==> config.mk <==
export PLATFORM = sky130hd
export DESIGN_NAME = rec_patron_baba_ctrl
export DESIGN_NICKNAME = d
export VERILOG_FILES = /design/src/rtl/rec_patron_baba_ctrl.sv
export SDC_FILE = /design/constraint.sdc
export NUM_CORES = 1
export LEC_CHECK = 0
export BUFFER_PORTS_ARGS = -buffer_cell sky130_fd_sc_hd__buf_2
export CELL_PAD_IN_SITES_DETAIL_PLACEMENT = 1
export CELL_PAD_IN_SITES_GLOBAL_PLACEMENT = 1
export CORE_AREA = 2 2 83 53
export CTS_CLUSTER_SIZE = 20
export DETAILED_ROUTE_END_ITERATION = 16
export DIE_AREA = 0 0 85 55
export PLACE_DENSITY_LB_ADDON = 0.1
export SYNTH_ARGS = -nofsm -noshare
export SYNTH_HDL_FRONTEND = slang
export SYNTH_SLANG_ARGS = --single-unit
==> constraint.sdc <==
create_clock -name clk -period 2.2 [get_ports clk]
set_input_delay 0.55 -clock clk [delete_from_list [all_inputs] [get_ports clk]]
set_output_delay 0.55 -clock clk [all_outputs]
set_load 0.05 [all_outputs]
==> src/rtl/rec_patron_baba_ctrl.sv <==
// Scan controller for the serial "baba" (1010) recognizer: latches a word on start,
// shifts it MSB-first through an overlapping Moore recognizer and reports the match count.
module rec_patron_baba_ctrl #(
    parameter int unsigned WORD_W = 16,
    parameter int unsigned CNT_W  = 5
) (
    input  logic              clk,
    input  logic              rst_n,
    input  logic              start,
    input  logic [WORD_W-1:0] data_in,
    output logic              busy,
    output logic              done,
    output logic [CNT_W-1:0]  count,
    output logic              entrada,
    output logic              salida
);

    localparam int unsigned IDX_W = (WORD_W > 1) ? $clog2(WORD_W) : 1;
    localparam logic [CNT_W-1:0] CNT_MAX = '1;

    typedef enum logic [1:0] {
        IDLE = 2'd0,
        RUN  = 2'd1,
        DONE = 2'd2
    } ctrl_t;

    typedef enum logic [2:0] {
        S0     = 3'd0,
        S_B    = 3'd1,
        S_BA   = 3'd2,
        S_BAB  = 3'd3,
        S_BABA = 3'd4
    } rec_t;

    ctrl_t             ctrl_q, ctrl_nxt;
    rec_t              rec_q, rec_nxt;
    logic [WORD_W-1:0] shreg_q, shreg_nxt;
    logic [IDX_W-1:0]  idx_q, idx_nxt;
    logic [CNT_W-1:0]  count_q, count_nxt;
    logic              busy_q, busy_nxt;
    logic              done_q, done_nxt;
    logic              salida_q, salida_nxt;

    // Overlapping 1010 transition table; a completed match keeps its trailing "10"
    function automatic rec_t rec_step(input rec_t s, input logic x);
        rec_t n;
        n = S0;
        case (s)
            S0:      n = x ? S_B   : S0;
            S_B:     n = x ? S_B   : S_BA;
            S_BA:    n = x ? S_BAB : S0;
            S_BAB:   n = x ? S_B   : S_BABA;
            S_BABA:  n = x ? S_BAB : S0;
            default: n = S0;
        endcase
        return n;
    endfunction

    always_ff @(posedge clk) begin
        if (!rst_n) begin
            ctrl_q   <= IDLE;
            rec_q    <= S0;
            shreg_q  <= '0;
            idx_q    <= '0;
            count_q  <= '0;
            busy_q   <= 1'b0;
            done_q   <= 1'b0;
            salida_q <= 1'b0;
        end else begin
            ctrl_q   <= ctrl_nxt;
            rec_q    <= rec_nxt;
            shreg_q  <= shreg_nxt;
            idx_q    <= idx_nxt;
            count_q  <= count_nxt;
            busy_q   <= busy_nxt;
            done_q   <= done_nxt;
            salida_q <= salida_nxt;
        end
    end

    always_comb begin
        ctrl_nxt  = ctrl_q;
        rec_nxt   = rec_q;
        shreg_nxt = shreg_q;
        idx_nxt   = idx_q;
        count_nxt = count_q;

        case (ctrl_q)
            IDLE: begin
                if (start) begin
                    shreg_nxt = data_in;
                    count_nxt = '0;
                    idx_nxt   = '0;
                    rec_nxt   = S0;
                    ctrl_nxt  = RUN;
                end
            end
            RUN: begin
                rec_nxt   = rec_step(rec_q, shreg_q[WORD_W-1]);
                shreg_nxt = {shreg_q[WORD_W-2:0], 1'b0};
                idx_nxt   = idx_q + IDX_W'(1);
                // Counter saturates instead of wrapping
                if (rec_nxt == S_BABA && count_q != CNT_MAX) begin
                    count_nxt = count_q + CNT_W'(1);
                end
                if (idx_q == IDX_W'(WORD_W - 1)) begin
                    ctrl_nxt = DONE;
                end
            end
            DONE:    ctrl_nxt = IDLE;
            default: ctrl_nxt = IDLE;
        endcase

        busy_nxt   = (ctrl_nxt != IDLE);
        done_nxt   = (ctrl_nxt == DONE);
        salida_nxt = (rec_nxt == S_BABA);
    end

    assign busy    = busy_q;
    assign done    = done_q;
    assign count   = count_q;
    assign entrada = shreg_q[WORD_W-1];
    assign salida  = salida_q;

endmodule

==> results of run 1 <==
## state kept, by name, indices dropped and copies added, names as in the netlist
name and flops:
salida 1, busy 1, shreg_q 16, ctrl_q 2, rec_q 3, count 5
idx_q 4, done 1
## metal layers
layer / track usage / share of wire
met5: 0 / 0
met1: 0.235 / 0.52
met3: 0.0460 / 0.037
met4: 0.0635 / 0.0094
met2: 0.290 / 0.43
## through the flow
stage / total power [mW] / hold WS, ps / area (um^2) / utilization / setup WS (ps)
global route: 1.29 / 549 / 1770 / 0.448 / 178
detailed placement: 0.800 / 521 / 1680 / 0.427 / 303
finish: 1.22 / 526 / 1770 / 0.448 / 291
global placement: 0.792 / 487 / 1680 / 0.427 / 407
CTS: 1.23 / 531 / 1770 / 0.448 / 282
floorplan: 0.752 / 476 / 1520 / - / 81.0
## cells in the mapped netlist (3+ instances only)
master,count
a21oi_1,19
clkbuf_1,10
dfxtp_1,33
ha_1,3
inv_1,6
nand2_1,5
nand3_1,8
nor2_1,3
nor2b_1,5
nor3b_1,3
o21ai_0,34
o22ai_1,3
or3b_2,13
## cell type report
class                           count  area [um^2]  area share
Sequential cell                    33          661       0.374
Inverter                            6         22.5      0.0127
Clock buffer                        6         72.6      0.0411
Timing Repair Buffer               30          158      0.0892
Clock inverter                      2         10.0     0.00567
Tap cell                           50         62.6      0.0354
Multi-Input combinational cell    122          781       0.442
## power groups by stage
| stage | logic [mW] | registers, mW | clock network, mW |
|---|---|---|---|
| 4_1_cts | 0.138 | 0.650 | 0.446 |
| 3_5_place_dp | 0.138 | 0.663 | 0 |
| 3_3_place_gp | 0.132 | 0.661 | 0 |
| 5_1_grt | 0.157 | 0.654 | 0.479 |
| 6_report | 0.137 | 0.650 | 0.431 |
| 2_1_floorplan | 0.0875 | 0.665 | 0 |
## critical path, delay by kind of cell, from the launching register on
| family | cells | cell delay, ps |
|---|---|---|
| fa+ha+maj | 2 | 420 |
| compound gates | 1 | 140 |
| flops | 1 | 350 |
| simple gates | 3 | 930 |
## cell usage in the layout, fill, tap and decap left out, types with 3 or more instances in the layout
cell type,n
dfxtp_1,33
ha_1,3
clkbuf_8,5
nand2_1,5
inv_1,6
o22ai_1,3
nand3_1,8
or3b_2,13
nor3b_1,3
buf_4,3
nor2b_1,5
nor2_1,3
a21oi_1,19
buf_2,27
o21ai_0,34
## worst max-delay path by stage
stage	from	end	slack (ps)
final	count[0]	count[3]	290
after global routing	count[0]	count[0]	180
after CTS	count[0]	count[3]	280
after detailed placement	count[0]	count[3]	300
after global placement	count[0]	count[3]	410
after floorplan	count[0]	count[3]	80
## cell families (layout without fill, tap and decap cells)
logic type,count (synthesis),in the layout,synth area share
adder cells (fa/ha/maj),3,3,0.0247
flip-flops,33,33,0.435
XOR/XNOR,1,1,0.00577
AO/OA/AOI/OAI,68,68,0.255
AND/OR/NAND/NOR,48,48,0.216
buffers and inverters,18,44,0.0503
multiplexers,2,2,0.0132
==> flow_summary_export.csv, run 1 <==
group,metric,value,unit
synthesis,synth.net_count,195,
final_layout,fin_cells,249,
pwr,power_density,690,nW/um^2
pwr,switchingPower,0.312,mW
pwr,intPower,0.906,mW
worst_setup_path,end_kind,"flip-flop",
drt,drt-wirelength-per-cell,15.4,um
worst_setup_path,reg2reg_depth,6,
worst_setup_path,worst-path-max-fanout,5,
synthesis,synth-seq-cells,33,
sta,rsz0062_at_grt,"no",
clock_network,insertion_delay,280,ps
final_layout,fill_cells,497,
worst_setup_path,cpMostUsedCell,"ha_1",
floorplan,die-area,4680,um^2
worst_setup_path,critPathArrivalTime,2120,ps
drt,ant_nets,0,
drt,vias_per_cell,5.53,
global_route,grt_max_degree,29,
clock_network,cts_tree,"built",
synthesis,syn_area,1520,um^2
clock_network,post_cts.repair.setup_buffers,0,
clock_network,path_clk_slew,70,ps
clock_network,numCtsBuffers,5,
final_layout,drive_gt1_frac,0.276,
final_layout,fin_nets,220,
sta,slew_viol_final,0,
global_route,gr-total-overflow,0,
worst_setup_path,critical_path_class,"reg2reg",
sta,tightestPinTransition,512,ps
clock_network,cts_hold_buf,0,
clock_network,clockBufferDepth,2,
synthesis,syn_inst,173,
floorplan,fp.dieH,55,um
worst_hold_path,min_path_cells,2,
clock_network,h-tree-depth,2,
synthesis,synth_cell_type_count,37,
pwr,p_comb_frac,0.112,
floorplan,die_w,85,um
floorplan,start_util,0.385,
sta,finClkSkew,6.24,ps
synthesis,yosysWarnings,0,
global_route,antenna_found_initial,0,
worst_setup_path,crit_slowest_cell,"or4_4",
floorplan,core.rowCount,18,
sta,setup_violations,0,
pwr,clockPowerShare,0.354,
drt,dr.pass1.iters,4,
clock_network,clock_sinks,33,
drt,routed_wl,3.84,mm
worst_setup_path,r2r_setup_slack,290,ps
worst_hold_path,hold_start,"rec_q[0]",
sta,max_freq,524,MHz
sta,fin_setup_tns,0,ps
synthesis,avgSynthCellArea,8.77,um^2
floorplan,core,3940,um^2
pwr,irDropWorstVdd,0.316,mV
worst_setup_path,reg2reg_from,"count[0]",
worst_setup_path,start_kind,"flip-flop",
worst_hold_path,min_path_type,"reg2reg",
synthesis,ys_top_cells_by_area,"dfxtp_1, o21ai_0, or3b_2",
placement,place_inst,241,
worst_setup_path,cp.required,2410,ps
global_route,grt_pass1_wl,6.39,mm
status,status,"completed",
global_route,grt_pass1_vias,1370,
pwr,power_frac_seq,0.534,
synthesis,ys_seq_area_frac,0.435,
placement,gp_congestion,0.702,
placement,hpwl,2.73,mm
worst_hold_path,whs_endpoint,"rec_q[0]",
synthesis,synth-async-reset-ratio,0,
final_layout,area_growth,16.4,%
worst_setup_path,crit_path_max_incr_delay,510,ps
synthesis,netlist.area_leader.share,0.435,
clock_network,cts_root_buf,"clkbuf_8",
drt,drc,0,
flow_run,drv_cap,0,
synthesis,yosysTopAreaCell,"dfxtp_1",
floorplan,num_io_pins,28,
sta,period_minus_slack,1910,ps
sta,max-slew-margin-rel,0.654,
sta,hold_violations,0,
synthesis,synth-edff-count,0,
pwr,p_leak,0.689,nW
final_layout,antennaDiodeCount,0,
worst_setup_path,path_cells,"ha_1, and3_1, ha_1, nand4bb_1, or4_4, a21oi_2",
placement,port_buffers,27,
pwr,swShare,0.256,
clock_network,cts_resized,0,
global_route,grt_usage,0.179,
drt,dr_total_vias,1378,
drt,drtIter0Drc,38,
sta,fin_crit_sh,0.868,
synthesis,synth_ff_type,"dfxtp_1",
worst_setup_path,r2r-end,"count[3]",
No activity file was read; power rests on OpenSTA's default activity.
==> inputs of run 2 (changes only) <==
--- a/config.mk
+++ b/config.mk
@@ -13,6 +13,7 @@
 export DETAILED_ROUTE_END_ITERATION = 16
 export DIE_AREA = 0 0 85 55
 export PLACE_DENSITY_LB_ADDON = 0.1
+export SETUP_SLACK_MARGIN = 0.4
 export SYNTH_ARGS = -nofsm -noshare
 export SYNTH_HDL_FRONTEND = slang
 export SYNTH_SLANG_ARGS = --single-unit
==> constraint.sdc (replaced) <==
create_clock -name clk -period 1.8 [get_ports clk]
set_input_delay 0.45 -clock clk [delete_from_list [all_inputs] [get_ports clk]]
set_output_delay 0.45 -clock clk [all_outputs]
set_load 0.05 [all_outputs]
==> run 2 against run 1 <==
Utilization is 5.7 points higher. Final cell count is 3.2% higher. Global-route usage is 0.59 points higher. Non-clock buffer count is 9 higher. Register-to-register slack worse by 230 ps. Power is 27% higher. Routed wire length is 13% higher. Worst hold slack worse by 40 ps. Clock power is 30% higher. Clock skew is 1.4 ps lower. First-iteration DRC count is 18% higher. Largest cell class unchanged. Largest power group unchanged. Highest routed layer unchanged.
==> flow_summary_export.csv, run 2 (synthesis gave the netlist of run 1 again) <==
group,metric,value,unit
status,status,"completed",
final_layout,fin_cells,257,
worst_hold_path,hold_start,"data_in[14]",
global_route,busiest_layer,"met2",
sta,rsz0062_at_grt,"yes",
drt,vias_per_cell,5.39,
drt,drc,0,
worst_setup_path,r2r_setup_slack,70,ps
worst_setup_path,r2r-end,"count[0]",
floorplan,core,3940,um^2
sta,finClkSkew,4.81,ps
worst_hold_path,whs_endpoint,"shreg_q[14]",
global_route,grt_use_met1,0.233,
final_layout,mostFrequentLayoutCell,"o21ai_0",
sta,hold_violations,0,
clock_network,cts_hold_buf,0,
drt,drtIter0Drc,45,
worst_setup_path,critical_path_class,"reg2reg",
sta,tightestPinTransition,468,ps
pwr,p_leak,0.756,nW
global_route,antenna_found_initial,0,
placement,gp_congestion,0.687,
sta,slew_viol_final,0,
sta,fin_setup_tns,0,ps
worst_setup_path,start_kind,"flip-flop",
final_layout,area_growth,31.3,%
global_route,grt_pass1_vias,1336,
final_layout,multiInputGateArea,880,um^2
worst_setup_path,critPathArrivalTime,1940,ps
final_layout,fin_nets,229,
global_route,grt_pass1_wl,6.54,mm
clock_network,numCtsBuffers,5,
floorplan,num_io_pins,28,
clock_network,cts_root_buf,"clkbuf_8",
floorplan,core.rowCount,18,
clock_network,clock_sinks,33,
drt,ant_nets,0,
sta,setup_violations,0,
worst_setup_path,end_kind,"flip-flop",
placement,place_inst,242,
sta,max-slew-margin-rel,0.687,
global_route,grt_usage,0.185,
pwr,irDropWorstVdd,0.481,mV
floorplan,start_util,0.385,
floorplan,die-area,4680,um^2
worst_setup_path,cp.required,2010,ps
global_route,grt_max_degree,29,
drt,routed_wl,4.36,mm
global_route,gr-total-overflow,0,
final_layout,antennaDiodeCount,0,
final_layout,top_register,"shreg_q",
global_route,use_met2,0.309,
pwr,total_power,1.54,mW
final_layout,layout_common_cells,"o21ai_0, dfxtp_1, buf_2, a21oi_1, or3b_2",
clock_network,path_clk_slew,70,ps
global_route,grt_util_met3,0.0534,
worst_setup_path,worst-path-max-fanout,5,
placement,port_buffers,27,
final_layout,drive_gt1_frac,0.391,
placement,post-place-ws,64.2,ps
final_layout,largest_register_ffs,16,
floorplan,fp.dieH,55,um
placement,hpwl,2.79,mm
sta,period_minus_slack,1730,ps
floorplan,die_w,85,um
sta,fin_crit_sh,0.964,
drt,dr_total_vias,1385,
flow_run,drv_cap,0,
final_layout,fill_cells,469,
worst_hold_path,min_path_type,"in2reg",
sta,finalWorstSetupSlack,65.5,ps
clock_network,clockBufferDepth,2,
clock_network,insertion_delay,290,ps
worst_setup_path,reg2reg_from,"count[1]",
drt,dr.pass1.iters,4,
worst_hold_path,min_path_cells,3,
final_layout,regArea,676,um^2
clock_network,h-tree-depth,2,
sta,max_freq,577,MHz
clock_network,cts_tree,"built",
worst_setup_path,reg2reg_depth,7,
drt,drt-wirelength-per-cell,16.9,um
pwr,power_density,775,nW/um^2
-- run 2: changes by cell type in the layout (fill, tap and decap cells not counted), sizes merged --
| cell | delta |
|---|---|
| buf | +8 |
| clkbuf | +2 |
| clkinv | -2 |
-- run 2: through the flow --
stage / instance area, um^2 / util / hold WS [ps]
after floorplan: 1570 / - / 476
after global placement: 1750 / 0.443 / 489
after detailed placement: 1750 / 0.443 / 518
after CTS: 1890 / 0.481 / 491
after global routing: 1990 / 0.506 / 497
final: 1990 / 0.506 / 487
-- run 2: worst max-delay path by stage --
stage,startpoint,to,cells past startpoint
2_1_floorplan,count[1],count[3],6
3_3_place_gp,count[1],count[3],6
3_5_place_dp,count[0],count[3],6
4_1_cts,count[1],count[0],7
5_1_grt,count[1],count[0],7
6_report,count[1],count[0],7
-- run 2: report_power, final --
part	switching [mW]	internal, mW
registers	0.0266	0.766
logic	0.105	0.0856
clock network	0.258	0.303
-- run 2: cell type report --
cell class	instances	share of cell area
sequential	33	0.339
timing repair buffer	39	0.134
multi-input combinational	122	0.441
inverter	6	0.0113
tap	50	0.0314
clock buffer	7	0.0433
-- run 2: critical path, cell delays in order, from the launching register on --
cell and delay, ps:
dfxtp_4 350, ha_4 160, and3_4 180, ha_4 150, nand4bb_4 200, buf_6 160
or3_4 330, a21oi_2 130
-- run 2: repair_timing --
| action | CTS | global route |
|---|---|---|
| setup buffers | 5 | 3 |
| gates cloned | 0 | 0 |
| resized for setup | 9 | 23 |
| pin swaps | 4 | 0 |
| setup endpoints to repair | 34 | 23 |
-- run 2: metal layers --
layer	vias to the layer above	share of wire
met2	18	0.44
li1	697	-
met3	6	0.037
met5	-	0
met4	0	0.014
met1	664	0.51
==> inputs of run 3 (changes only) <==
--- a/config.mk
+++ b/config.mk
@@ -8,10 +8,11 @@
 export BUFFER_PORTS_ARGS = -buffer_cell sky130_fd_sc_hd__buf_2
 export CELL_PAD_IN_SITES_DETAIL_PLACEMENT = 1
 export CELL_PAD_IN_SITES_GLOBAL_PLACEMENT = 1
-export CORE_AREA = 2 2 83 53
+export CORE_AREA = 2 2 81 52
+export CTS_BUF_LIST = sky130_fd_sc_hd__clkbuf_8
 export CTS_CLUSTER_SIZE = 20
 export DETAILED_ROUTE_END_ITERATION = 16
-export DIE_AREA = 0 0 85 55
+export DIE_AREA = 0 0 83 54
 export PLACE_DENSITY_LB_ADDON = 0.1
 export SETUP_SLACK_MARGIN = 0.4
 export SYNTH_ARGS = -nofsm -noshare
==> run 3 against run 2 <==
Routed wire length down 2.9%. Final cell count up 0.78%. Count of clock-buffer cells in the layout stayed put. First-iteration DRC count rose by 4.4%. Combinational power decreased by 2%. Global-route usage increased by 0.81 points. Clock skew up 6.9 ps. Maximum frequency decreased by 1.2%. Power is 3.6% higher. Cell area is 0.38% higher. Die area shrank 4.1%. Sequential share of layout area is 0.13 points lower. Critical path type unchanged. Largest power group unchanged. Highest routed layer unchanged.
==> flow_summary_export.csv, run 3 (synthesis gave the netlist of run 1 again) <==
group,metric,value,unit
floorplan,core.rowCount,18,
sta,holdWs,471,ps
final_layout,antennaDiodeCount,0,
floorplan,start_util,0.394,
pwr,power_density,800,nW/um^2
sta,hold_violations,0,
pwr,p_leak,0.755,nW
placement,post-place-ws,55.9,ps
global_route,grt_max_degree,29,
floorplan,die-area,4480,um^2
status,status,"completed",
flow_run,drv_cap,0,
worst_setup_path,end_kind,"flip-flop",
global_route,use_met2,0.308,
global_route,grt_usage,0.193,
drt,dr_total_vias,1410,
worst_setup_path,worst-path-max-fanout,4,
final_layout,fill_cells,453,
final_layout,area_growth,31.8,%
final_layout,layout_common_cells,"o21ai_0, dfxtp_1, buf_2, a21oi_1, or3b_2",
placement,port_buffers,27,
worst_setup_path,critPathArrivalTime,1960,ps
final_layout,multiInputGateArea,862,um^2
sta,finClkSkew,11.7,ps
floorplan,fp.dieH,54,um
final_layout,regArea,676,um^2
final_layout,fin_area,2000,um^2
final_layout,top_register,"shreg_q",
drt,routed_wl,4.23,mm
sta,period_minus_slack,1760,ps
placement,hpwl,2.70,mm
drt,ant_nets,0,
sta,setup_violations,0,
clock_network,numCtsBuffers,5,
worst_setup_path,critical_path.startpoint,"count[1]",
drt,vias_per_cell,5.44,
worst_hold_path,min_path_type,"in2reg",
global_route,grt_use_met1,0.248,
final_layout,utilization,0.519,
clock_network,cts_tree,"built",
worst_hold_path,hold_start,"data_in[14]",
pwr,irDropWorstVdd,0.340,mV
final_layout,drive_gt1_frac,0.392,
clock_network,cts_root_buf,"clkbuf_8",
worst_setup_path,reg2reg_from,"count[1]",
worst_setup_path,critical_path_class,"reg2reg",
final_layout,mostFrequentLayoutCell,"o21ai_0",
drt,drtIter0Drc,47,
worst_hold_path,min_path_cells,3,
floorplan,die_w,83,um
worst_setup_path,start_kind,"flip-flop",
sta,finalWorstSetupSlack,44.9,ps
clock_network,clockBufferDepth,2,
sta,tightestPinTransition,459,ps
sta,max_freq,570,MHz
sta,max-slew-margin-rel,0.694,
global_route,grt_pass1_wl,6.62,mm
global_route,antenna_found_initial,0,
clock_network,clock_sinks,33,
global_route,grt_pass1_vias,1368,
drt,dr.pass1.iters,4,
clock_network,h-tree-depth,2,
worst_setup_path,reg2reg_depth,7,
drt,drc,0,
clock_network,insertion_delay,290,ps
global_route,busiest_layer,"met2",
placement,gp_congestion,0.708,
sta,slew_viol_final,0,
sta,fin_crit_sh,0.975,
clock_network,path_clk_slew,60,ps
global_route,gr-total-overflow,0,
drt,drt-wirelength-per-cell,16.3,um
worst_setup_path,cp.required,2010,ps
final_layout,largest_register_ffs,16,
floorplan,num_io_pins,28,
final_layout,fin_nets,230,
sta,rsz0062_at_grt,"yes",
placement,dpl-instance-area,1760,um^2
floorplan,core,3850,um^2
global_route,grt_util_met3,0.0613,
==> run 3: layout make-up <==
| cell class | instances | share of cell area |
|---|---|---|
| well taps | 50 | 0.0313 |
| clock buffers | 7 | 0.0482 |
| inverters | 6 | 0.0131 |
| multi-input cells | 122 | 0.431 |
| clock inverters | 1 | 0.00250 |
| flip-flops and latches | 33 | 0.338 |
| repair buffers | 40 | 0.136 |
==> run 3: critical path, stage by stage, from the launching register on <==
cell	delay, ps
dfxtp_4	360
ha_4	160
and3_4	180
ha_4	150
nand4bb_4	200
buf_6	160
or3_1	340
a21oi_1	130
==> run 3: metrics by stage <==
step	power (mW)	TNS (ps)	instances
global route	1.68	-2.70	259
global placement	0.969	0	243
finish	1.60	0	259
detailed placement	0.980	0	243
floorplan	0.918	0	173
CTS	1.60	0	256
==> run 3: path summary, 6_finish.rpt <==
check                 to  slack [ps]
max             count[0]          40
min          shreg_q[14]         470
max reg2reg     count[0]          40
min reg2reg     count[2]         510
==> run 3: what timing repair did <==
item / CTS / global route
gates resized for setup: 8 / 22
hold endpoints to repair: 0 / 0
hold buffers: 0 / 0
endpoints found under the setup margin: 8 / 27
pin swaps: 5 / 4
setup buffers: 5 / 3
==> run 3: routing by layer <==
| metal | share of wire | wire length, um | vias to the layer above |
|---|---|---|---|
| li1 | - | - | 700 |
| met1 | 0.48 | 2030 | 677 |
| met2 | 0.46 | 1960 | 28 |
| met3 | 0.047 | 197 | 5 |
| met4 | 0.0097 | 41 | 0 |
| met5 | 0 | 0 | - |
==> run 3: power breakdown <==
part           internal [mW]  leakage, nW  switching (mW)
sequential             0.766        0.274          0.0260
combinational         0.0847        0.426           0.103
clock                  0.346       0.0542           0.275
